[src/rtl/fei4_cmd_pkg.sv]
// FE-I4 DCI command encoding: command codes, header/field constants, frame builder.
// Latency: none (constants and a combinational helper only).
// Backpressure: not applicable.
package fei4_cmd_pkg;

  localparam int FRAME_W = 38;

  localparam logic [3:0] CMD_TRIG    = 4'd0;
  localparam logic [3:0] CMD_BCR     = 4'd1;
  localparam logic [3:0] CMD_ECR     = 4'd2;
  localparam logic [3:0] CMD_CAL     = 4'd3;
  localparam logic [3:0] CMD_RDREG   = 4'd4;
  localparam logic [3:0] CMD_WRREG   = 4'd5;
  localparam logic [3:0] CMD_GRST    = 4'd6;
  localparam logic [3:0] CMD_GPULSE  = 4'd7;
  localparam logic [3:0] CMD_RUNMODE = 4'd8;

  localparam logic [4:0] TRIG_HDR = 5'b11101;
  localparam logic [4:0] FAST_HDR = 5'b10110;
  localparam logic [3:0] SLOW_PFX = 4'b1000;

  localparam logic [3:0] FAST_BCR = 4'b0001;
  localparam logic [3:0] FAST_ECR = 4'b0010;
  localparam logic [3:0] FAST_CAL = 4'b0100;

  localparam logic [3:0] FLD_RDREG   = 4'b0001;
  localparam logic [3:0] FLD_WRREG   = 4'b0010;
  localparam logic [3:0] FLD_GRST    = 4'b1000;
  localparam logic [3:0] FLD_GPULSE  = 4'b1001;
  localparam logic [3:0] FLD_RUNMODE = 4'b1010;

  localparam logic [5:0] LEN_TRIG  = 6'd5;
  localparam logic [5:0] LEN_FAST  = 6'd9;
  localparam logic [5:0] LEN_SLOW  = 6'd22;
  localparam logic [5:0] LEN_WRREG = 6'd38;

  typedef enum logic [1:0] {ST_IDLE, ST_SHIFT, ST_GAP} state_t;

  // Frames are left-aligned so the MSB is always the first bit on the wire.
  typedef struct packed {
    logic               legal;
    logic [5:0]         len;
    logic [FRAME_W-1:0] bits;
  } frame_t;

  function automatic frame_t build_frame(input logic [3:0]  typ,
                                         input logic [2:0]  chip,
                                         input logic [5:0]  addr,
                                         input logic [15:0] data);
    frame_t f;
    f.legal = 1'b1;
    f.len   = LEN_SLOW;
    f.bits  = '0;
    case (typ)
      CMD_TRIG:    begin f.len = LEN_TRIG; f.bits = {TRIG_HDR, 33'd0}; end
      CMD_BCR:     begin f.len = LEN_FAST; f.bits = {FAST_HDR, FAST_BCR, 29'd0}; end
      CMD_ECR:     begin f.len = LEN_FAST; f.bits = {FAST_HDR, FAST_ECR, 29'd0}; end
      CMD_CAL:     begin f.len = LEN_FAST; f.bits = {FAST_HDR, FAST_CAL, 29'd0}; end
      CMD_RDREG:   f.bits = {FAST_HDR, SLOW_PFX, FLD_RDREG, chip, addr, 16'd0};
      CMD_WRREG:   begin f.len = LEN_WRREG; f.bits = {FAST_HDR, SLOW_PFX, FLD_WRREG, chip, addr, data}; end
      CMD_GRST:    f.bits = {FAST_HDR, SLOW_PFX, FLD_GRST, chip, 6'd0, 16'd0};
      CMD_GPULSE:  f.bits = {FAST_HDR, SLOW_PFX, FLD_GPULSE, chip, addr, 16'd0};
      CMD_RUNMODE: f.bits = {FAST_HDR, SLOW_PFX, FLD_RUNMODE, chip,
                             (data[0] ? 6'b111000 : 6'b000111), 16'd0};
      default:     begin f.legal = 1'b0; f.len = 6'd0; end
    endcase
    return f;
  endfunction

endpackage

[src/rtl/fei4_cmd_tx_if.sv]
// Command request / trigger / serial output bundle of the DCI transmitter.
// Latency: none (wiring only).
// Backpressure: CmdValid is held until CmdReady; triggers are never backpressured.
interface fei4_cmd_tx_if;
  logic [2:0]  ChipId;
  logic        CmdValid;
  logic        CmdReady;
  logic [3:0]  CmdType;
  logic [5:0]  CmdAddr;
  logic [15:0] CmdData;
  logic        TrigReq;
  logic [3:0]  TrigPending;
  logic        TrigDropped;
  logic        Busy;
  logic        DCI;

  modport master (
    output ChipId, CmdValid, CmdType, CmdAddr, CmdData, TrigReq,
    input  CmdReady, TrigPending, TrigDropped, Busy, DCI
  );

  modport slave (
    input  ChipId, CmdValid, CmdType, CmdAddr, CmdData, TrigReq,
    output CmdReady, TrigPending, TrigDropped, Busy, DCI
  );
endinterface

[src/rtl/fei4_cmd_shifter.sv]
// 38-bit load/shift register with bit down-counter; MSB is the serial bit.
// Latency: loaded frame MSB visible the cycle after load.
// Backpressure: none; load wins over shift.
module fei4_cmd_shifter
  import fei4_cmd_pkg::*;
(
  input  logic               i_clk,
  input  logic               i_rst_n,
  input  logic               i_load,
  input  logic               i_shift,
  input  logic [FRAME_W-1:0] i_frame,
  input  logic [5:0]         i_len,
  output logic               o_msb,
  output logic               o_last
);
  logic [FRAME_W-1:0] r_sh;
  logic [5:0]         r_cnt;

  // Load a left-aligned frame or shift zeros in behind it, counting bits left.
  always_ff @(posedge i_clk or negedge i_rst_n) begin
    if (!i_rst_n) begin
      r_sh  <= '0;
      r_cnt <= '0;
    end else if (i_load) begin
      r_sh  <= i_frame;
      r_cnt <= i_len - 6'd1;
    end else if (i_shift) begin
      r_sh <= {r_sh[FRAME_W-2:0], 1'b0};
      if (r_cnt != 6'd0) r_cnt <= r_cnt - 6'd1;
    end
  end

  // Zeros trail every frame, so the MSB is already 0 in gap and idle cycles.
  assign o_msb  = r_sh[FRAME_W-1];
  assign o_last = (r_cnt == 6'd0);
endmodule

[src/rtl/fei4_cmd_tx.sv]
// FE-I4 DCI command transmitter: trigger/fast/slow frames, MSB first, GAP zeros after each.
// Latency: first frame bit on DCI the cycle after acceptance or trigger start.
// Backpressure: CmdReady only in IDLE with no pending trigger; triggers queue up to TRIG_DEPTH.
module fei4_cmd_tx
  import fei4_cmd_pkg::*;
#(
  parameter int GAP        = 2,
  parameter int TRIG_DEPTH = 15
) (
  input  logic          i_CK,
  input  logic          i_RstB,
  fei4_cmd_tx_if.slave  bus
);
  localparam logic [3:0]         GAP_LAST  = (GAP == 0) ? 4'd0 : 4'(GAP - 1);
  localparam logic [3:0]         TRIG_MAX  = 4'(TRIG_DEPTH);
  localparam logic [FRAME_W-1:0] TRIG_BITS = {TRIG_HDR, 33'd0};

  state_t             r_state;
  logic [3:0]         r_gap_cnt;
  logic [3:0]         r_trig_cnt;
  logic               r_drop;
  frame_t             w_cmd_frame;
  logic [FRAME_W-1:0] w_bits;
  logic [5:0]         w_len;
  logic               w_idle, w_frame_end, w_trig_start, w_cmd_rdy;
  logic               w_accept, w_load, w_shift, w_msb, w_last;

  assign w_idle      = (r_state == ST_IDLE);
  // Last cycle of the trailing gap (or of the frame itself when GAP is 0);
  // a queued trigger chains straight on so triggers run back to back.
  assign w_frame_end = ((r_state == ST_GAP) && (r_gap_cnt == 4'd0)) ||
                       ((r_state == ST_SHIFT) && w_last && (GAP == 0));
  assign w_trig_start = (r_trig_cnt != 4'd0) && (w_idle || w_frame_end);
  assign w_cmd_rdy    = i_RstB && w_idle && (r_trig_cnt == 4'd0);
  assign w_accept     = bus.CmdValid && w_cmd_rdy;

  assign w_cmd_frame = build_frame(bus.CmdType, bus.ChipId, bus.CmdAddr, bus.CmdData);
  assign w_bits      = w_trig_start ? TRIG_BITS : w_cmd_frame.bits;
  assign w_len       = w_trig_start ? LEN_TRIG  : w_cmd_frame.len;
  // Illegal codes complete the handshake but never load anything.
  assign w_load      = w_trig_start || (w_accept && w_cmd_frame.legal);
  assign w_shift     = (r_state == ST_SHIFT) && !w_load;

  fei4_cmd_shifter u_shifter (
    .i_clk   (i_CK),
    .i_rst_n (i_RstB),
    .i_load  (w_load),
    .i_shift (w_shift),
    .i_frame (w_bits),
    .i_len   (w_len),
    .o_msb   (w_msb),
    .o_last  (w_last)
  );

  // Frame sequencer: start on load, shift to the last bit, then pad with GAP zeros.
  always_ff @(posedge i_CK or negedge i_RstB) begin
    if (!i_RstB) begin
      r_state   <= ST_IDLE;
      r_gap_cnt <= '0;
    end else begin
      case (r_state)
        ST_IDLE: if (w_load) r_state <= ST_SHIFT;
        ST_SHIFT: begin
          if (w_last) begin
            if (GAP == 0) begin
              r_state <= w_trig_start ? ST_SHIFT : ST_IDLE;
            end else begin
              r_state   <= ST_GAP;
              r_gap_cnt <= GAP_LAST;
            end
          end
        end
        ST_GAP: begin
          if (r_gap_cnt == 4'd0) r_state <= w_trig_start ? ST_SHIFT : ST_IDLE;
          else                   r_gap_cnt <= r_gap_cnt - 4'd1;
        end
        default: r_state <= ST_IDLE;
      endcase
    end
  end

  // Pending-trigger counter: +1 per request, -1 per start, saturating with a drop pulse.
  always_ff @(posedge i_CK or negedge i_RstB) begin
    if (!i_RstB) begin
      r_trig_cnt <= '0;
      r_drop     <= 1'b0;
    end else begin
      r_drop <= 1'b0;
      if (bus.TrigReq && !w_trig_start) begin
        if (r_trig_cnt == TRIG_MAX) r_drop     <= 1'b1;
        else                        r_trig_cnt <= r_trig_cnt + 4'd1;
      end else if (!bus.TrigReq && w_trig_start) begin
        r_trig_cnt <= r_trig_cnt - 4'd1;
      end
    end
  end

  assign bus.CmdReady    = w_cmd_rdy;
  assign bus.TrigPending = r_trig_cnt;
  assign bus.TrigDropped = r_drop;
  assign bus.Busy        = !w_idle;
  assign bus.DCI         = w_msb;
endmodule
[src/flat_wrapper.sv]
// flat-port wrapper written by rule: the top's interface ports become plain ports
module fei4_cmd_tx_flat import fei4_cmd_pkg::*;
#(
  parameter int GAP        = 2,
  parameter int TRIG_DEPTH = 15
)
  (i_CK, i_RstB, bus_ChipId, bus_CmdValid, bus_CmdType, bus_CmdAddr, bus_CmdData, bus_TrigReq, bus_CmdReady, bus_TrigPending, bus_TrigDropped, bus_Busy, bus_DCI);
  fei4_cmd_tx_if bus_i ();
  input  logic i_CK;
  input  logic i_RstB;
  input wire logic [$bits(bus_i.ChipId)-1:0] bus_ChipId;
  input wire logic [$bits(bus_i.CmdValid)-1:0] bus_CmdValid;
  input wire logic [$bits(bus_i.CmdType)-1:0] bus_CmdType;
  input wire logic [$bits(bus_i.CmdAddr)-1:0] bus_CmdAddr;
  input wire logic [$bits(bus_i.CmdData)-1:0] bus_CmdData;
  input wire logic [$bits(bus_i.TrigReq)-1:0] bus_TrigReq;
  output wire logic [$bits(bus_i.CmdReady)-1:0] bus_CmdReady;
  output wire logic [$bits(bus_i.TrigPending)-1:0] bus_TrigPending;
  output wire logic [$bits(bus_i.TrigDropped)-1:0] bus_TrigDropped;
  output wire logic [$bits(bus_i.Busy)-1:0] bus_Busy;
  output wire logic [$bits(bus_i.DCI)-1:0] bus_DCI;
  assign bus_i.ChipId = bus_ChipId;
  assign bus_i.CmdValid = bus_CmdValid;
  assign bus_i.CmdType = bus_CmdType;
  assign bus_i.CmdAddr = bus_CmdAddr;
  assign bus_i.CmdData = bus_CmdData;
  assign bus_i.TrigReq = bus_TrigReq;
  assign bus_CmdReady = bus_i.CmdReady;
  assign bus_TrigPending = bus_i.TrigPending;
  assign bus_TrigDropped = bus_i.TrigDropped;
  assign bus_Busy = bus_i.Busy;
  assign bus_DCI = bus_i.DCI;
  fei4_cmd_tx #(.GAP(GAP), .TRIG_DEPTH(TRIG_DEPTH)) u_core (.i_CK(i_CK), .i_RstB(i_RstB), .bus(bus_i));
endmodule
[config.mk]
export PLATFORM = sky130hd
export DESIGN_NAME = fei4_cmd_tx_flat
export DESIGN_NICKNAME = d
export VERILOG_FILES = /design/src/rtl/fei4_cmd_pkg.sv /design/src/rtl/fei4_cmd_tx_if.sv /design/src/rtl/fei4_cmd_shifter.sv /design/src/rtl/fei4_cmd_tx.sv /design/src/flat_wrapper.sv
export SDC_FILE = /design/constraint.sdc
export NUM_CORES = 1
export LEC_CHECK = 0
export CELL_PAD_IN_SITES_DETAIL_PLACEMENT = 0
export CELL_PAD_IN_SITES_GLOBAL_PLACEMENT = 1
export CORE_MARGIN = 1
export CORE_UTILIZATION = 45
export DETAILED_ROUTE_END_ITERATION = 8
export PLACE_DENSITY = 0.91
export SYNTH_ARGS = -nofsm -noshare
export SYNTH_HDL_FRONTEND = slang
export SYNTH_SLANG_ARGS = --single-unit
[constraint.sdc]
create_clock -name i_CK -period 9.6 [get_ports i_CK]
set_clock_uncertainty 0.2 [all_clocks]
set_input_delay 1.44 -clock i_CK [delete_from_list [all_inputs] [get_ports i_CK]]
set_output_delay 1.44 -clock i_CK [all_outputs]
set_load 0.02 [all_outputs]
### Word level (Yosys, flattened, before mapping)

Cells that the tools add are included.

* word-level logic and storage cells: 84
* bits of input ports: 33
* output and inout bits: 8
* register bits after elaboration: 55

* equality and inequality tests: 16
* mux-type cells: 24
* add/sub/neg operators: 5
* reduce and logical (&&, ||, !) cells: 33

Operator list (number)
* $pmux 38 s9: 1
* $mux 38: 3
* $mux 6: 5
* $pmux 6 s4: 1
* $mux 4: 5
* $eq 4x3->1 const B: 4
* $logic_not 4->1: 3
* $sub 6x1->6 const B: 2
* $ne 2x2->1 const B: 5
* $logic_and 1x1->1: 9
* $reduce_or 9->1: 1
* $eq 4x2->1 const B: 2
* $eq 4x4->1 const B: 2
* $pmux 4 s2: 1
* $reduce_bool 2->1: 4
* $sub 4x1->4 const B: 2
* $logic_not 6->1: 1
* $mux 2: 3
* $pmux 2 s3: 1
* $reduce_and 3->1: 2
* $reduce_bool 6->1: 1
* $add 4x1->4 const B: 1
* $eq 4x1->1 const B: 1
* $logic_not 1->1: 4
* 9 further kinds: 14

### Longest topological paths before layout

* word-level depth: 10
* depth in mapped cells: 12
* gate-level depth less buffers: 11

### Hierarchy

A second synthesis with hierarchy kept.

* cells, all modules: 349
* area, all modules: 3243.1 sq um

By module, submodules not included
* fei4_cmd_shifter: cells an instance 210, seq. area each 1101.1 sq um, times used 1, area an instance 2154.6 sq um
* fei4_cmd_tx: cells an instance 139, seq. area each 275.3 sq um, times used 1, area an instance 1088.5 sq um

### Least setup slack after synthesis

No wires, ideal clock.

* path kind: input port to flip-flop
* start: input port bus_CmdType[0]
* end: register u_core.u_shifter.r_cnt[4]
* required time: 9.267 ns
* stages: 10
* path buffers: 1
* data arrival time: 3.466 ns
* slack: 5.801 ns
* setup time: 0.133 ns
* path through: clkbuf_1 or4b_2 a211oi_2 a31o_2 inv_1 ha_1 nor2b_1 nand4_1 xor2_1 a21oi_1

* longest elaborated chain between the ends: 9
* elaborated cells between the ends (all ways): 24
* those cells by class: add/sub (1); eq/ne (8); mux (4); reduce/logical (11)

Ends and longest elaborated chain
* start, declared: RTL line flat_wrapper.sv:13 `input wire logic [$bits(bus_i.CmdType)-1:0] bus_CmdType;`
* parallel branches: the longest is 9 deep, another holds $sub 6x1->6
* end signal, assigned: RTL line fei4_cmd_shifter.sv:26 `r_cnt <= i_len - 6'd1;`
* end signal, assigned: RTL line fei4_cmd_shifter.sv:29 `if (r_cnt != 6'd0) r_cnt <= r_cnt - 6'd1;`
* end, declared: RTL line fei4_cmd_shifter.sv:17 `logic [5:0] r_cnt;`

Parallel ways; which one is timed is not known.
A chain may end at the register's enable or synchronous reset.

### Worst setup path in the final report

* start: input port i_RstB
* end: output port bus_CmdReady

* longest elaborated chain between the ends: 2

Ends and longest elaborated chain
* start, declared: RTL line flat_wrapper.sv:10 `input logic i_RstB;`
* $logic_and 1x1->1 (2 in a row): RTL line fei4_cmd_tx.sv:34 `assign w_cmd_rdy = i_RstB && w_idle && (r_trig_cnt == 4'd0);`
* end, declared: RTL line flat_wrapper.sv:17 `output wire logic [$bits(bus_i.CmdReady)-1:0] bus_CmdReady;`

Every way passes these cells.

==> flow_summary.ini <==
[global_routing]
grt_max_degree = 59
grtUsageTotal = 0.209
first_global_vias = 2275
antenna_found_initial = 0
grt_pass1_wl_um = 10600
overflow = 0

[cells_and_area]
num_antenna_cells = 0
nNetsFinal = 366
layout-drive-gt1-share = 0.0699
area_delta_synth_final_pct = 18.6

[sta]
fin_tns_setup_ns = 0
period_minus_slack_ns = 4.70
relSlewSlack = 0.242
tightest_slew_ns = 1.13
final.setup.worst_slack_ns = 4.90
setup_viol = 0
fin_crit_sh = 0.489
rsz0062_at_grt = false
hold_ws_ns = 0.305
drv_slew = 0
max_clock_freq_mhz = 213
hold_violations = 0

[yosys]
synthAdderAreaFrac = 0.0245
synth_warnings = 0
muxShareOfSynthArea = 0.0362
synthFlopType = dfrtp_1
synth_top_family_by_area = compound AO/OA/AOI/OAI gates
seq_area_frac_synth = 0.480
syn_inst = 297
ys_async_sr_fraction = 1.00
synth-seq-cells = 55
synth_compound_area_frac = 0.238
ys_types = 59
avgSynthCellArea_sq_um = 9.65
synthXorXnorAreaFrac = 0.0153
synth_fp_nets = 335
synth-simple-area-share = 0.169
synth_edf_count = 0
synth_area_sq_um = 2870

[critical_path]
critical_path_class = input pin to output port
critPathRequiredTime_ns = 7.96
worstPathArrival_ns = 3.06
end_kind = output port
critPathLaunchType = input pin
worstPathMaxFanout = 58
reg2reg_slack_ns = 6.10

[clock_tree]
postCtsSetupBuffers = 0
clockRootBuffer = clkbuf_8
cts_inserted_buffers = 5
cts-htree-levels = 2
clk_latency_ns = 0.31
cts_tree = built
path_clk_slew_ns = 0.09
cts_max_path_buffers = 2
cts_hold_buf = 0
postCtsResizedCells = 0
cts.sinks = 55

[detailed_routing]
drtIter0Drc = 113
vias = 2374
wl_per_cell_um = 16.3
drc = 0
totalWireLength_um = 6570
viasPerCell = 5.88
postRouteAntennaNets = 0
dr.pass1.iters = 4

[power]
power_per_cell_area_nw_per_um2 = 308
ir_drop_uv = 154
p_int_mw = 0.637
switching_share = 0.392
combPwrFrac = 0.485
switchingPower_mw = 0.411
pwr-share-clk = 0.129
p_leak_nw = 1.44
seqPwrFrac = 0.386

[placement]
place.gp.congestion = 0.826
dpl.hpwl_um = 4490
dp_slack_ns = 4.85
io_buffers = 40

[floorplanning]
placementRows = 28
core_sq_um = 6030
dieHeight_um = 81.8
die_w_um = 81.8
start_util = 0.475
die-area_sq_um = 6690
ios = 41

[outcome]
status = complete, no violations

[job]
maxCapViolCount = 0

[min_path]
worstHoldPathType = flip-flop to flip-flop
metrics by stage:
stage,total power [mW],std cells,instance area [sq um],utilization
final,1.05,404,3400,0.564
after CTS,1.05,404,3400,0.564
after global routing,1.13,404,3400,0.564
after floorplan,0.781,297,2870,-
after global placement,0.901,396,3300,0.548
after detailed placement,0.916,396,3300,0.548
area by class of cell:
cell class / instances / area, sq um
well taps: 75 / 93.8
inverters: 7 / 26.3
fillers: 549 / 2630
clock buffers: 7 / 86.3
clock inverters: 1 / 8.76
repair buffers: 43 / 418
multi-input cells: 216 / 1390
flip-flops and latches: 55 / 1380
synthesized netlist by cell type, types with 4 or more instances:
| cell | n | area, sq um |
|---|---|---|
| nand3_1 | 6 | 30.0 |
| inv_1 | 7 | 26.3 |
| mux2i_1 | 7 | 70.1 |
| dfrtp_1 | 55 | 1380 |
| clkbuf_1 | 12 | 45.0 |
| ha_1 | 4 | 50.1 |
| nor2_1 | 21 | 78.8 |
| a2bb2oi_1 | 24 | 210 |
| nor2b_1 | 4 | 25.0 |
| nand2b_1 | 4 | 25.0 |
| o21ai_0 | 26 | 130 |
| buf_2 | 6 | 30.0 |
| a21oi_1 | 15 | 75.1 |
| xor2_1 | 4 | 35.0 |
| nand2_1 | 35 | 131 |
| o22ai_1 | 10 | 62.6 |
| nor3_1 | 5 | 25.0 |
per-layer routing:
layer  global-route usage  part of all wire
met1                0.284              0.49
met2                0.331              0.46
met3               0.0378             0.041
met4               0.0807             0.018
met5                    0                 0
kinds of logic after synthesis:
logic type / Yosys count
adders and majority gates: 5
AOI/OAI and AO/OA: 99
buffers and inverters: 26
and+or+nand+nor: 97
muxes: 10
DFF: 55
xor gates and xnor gates: 5
flip-flops by register name, summed over array words and instances (netlist names):
register	count
u_core.r_gap_cnt	4
u_core.u_shifter.r_sh	38
u_core.bus.TrigDropped	1
u_core.u_shifter.r_cnt	6
u_core.r_state	2
u_core.bus.TrigPending	4
power groups by stage:
stage | clock network (mW) | logic [mW] | registers (mW)
final | 0.135 | 0.508 | 0.405
after global routing | 0.148 | 0.564 | 0.417
after CTS | 0.139 | 0.511 | 0.403
after detailed placement | 0 | 0.510 | 0.406
after global placement | 0 | 0.496 | 0.404
after floorplan | 0 | 0.379 | 0.402
critical path, cell delays in order:
cell	delay [ns]
buf_2	0.08
buf_4	0.54
inv_1	0.10
nor3_1	0.21
clkdlybuf4s50_1	0.63
placed cells by master, fill, tap and decap left out, types with 3 or more instances in the layout:
cell type	netlist	final
o21ai_0	26	26
inv_1	7	7
clkdlybuf4s50_1	0	39
nor2b_1	4	4
o22ai_1	10	10
nand2b_1	4	4
a2bb2oi_1	24	24
ha_1	4	4
nor4_1	3	3
nand3_1	6	6
dfrtp_1	55	55
nor3_1	5	4
mux2i_1	7	7
clkbuf_8	0	6
mux2_2	3	3
buf_4	0	3
nor2_1	21	21
nand2_1	35	35
xor2_1	4	4
a21oi_1	15	15
o21a_1	3	3
path summary, 6_finish.rpt:
kind                                                 from                   endpoint  depth (start not counted)
worst max-delay path                               i_RstB               bus_CmdReady                          5
min in group asynchronous                          i_RstB  u_core.u_shifter.r_sh[19]                          2
worst max register to register  u_core.bus.TrigPending[0]  u_core.bus.TrigPending[3]                          9
max in group asynchronous                          i_RstB   u_core.u_shifter.r_sh[0]                          2
worst min-delay path            u_core.u_shifter.r_sh[35]  u_core.u_shifter.r_sh[35]                          2
worst min register to register  u_core.u_shifter.r_sh[35]  u_core.u_shifter.r_sh[35]                          2
(Power assumes the default switching activity.)
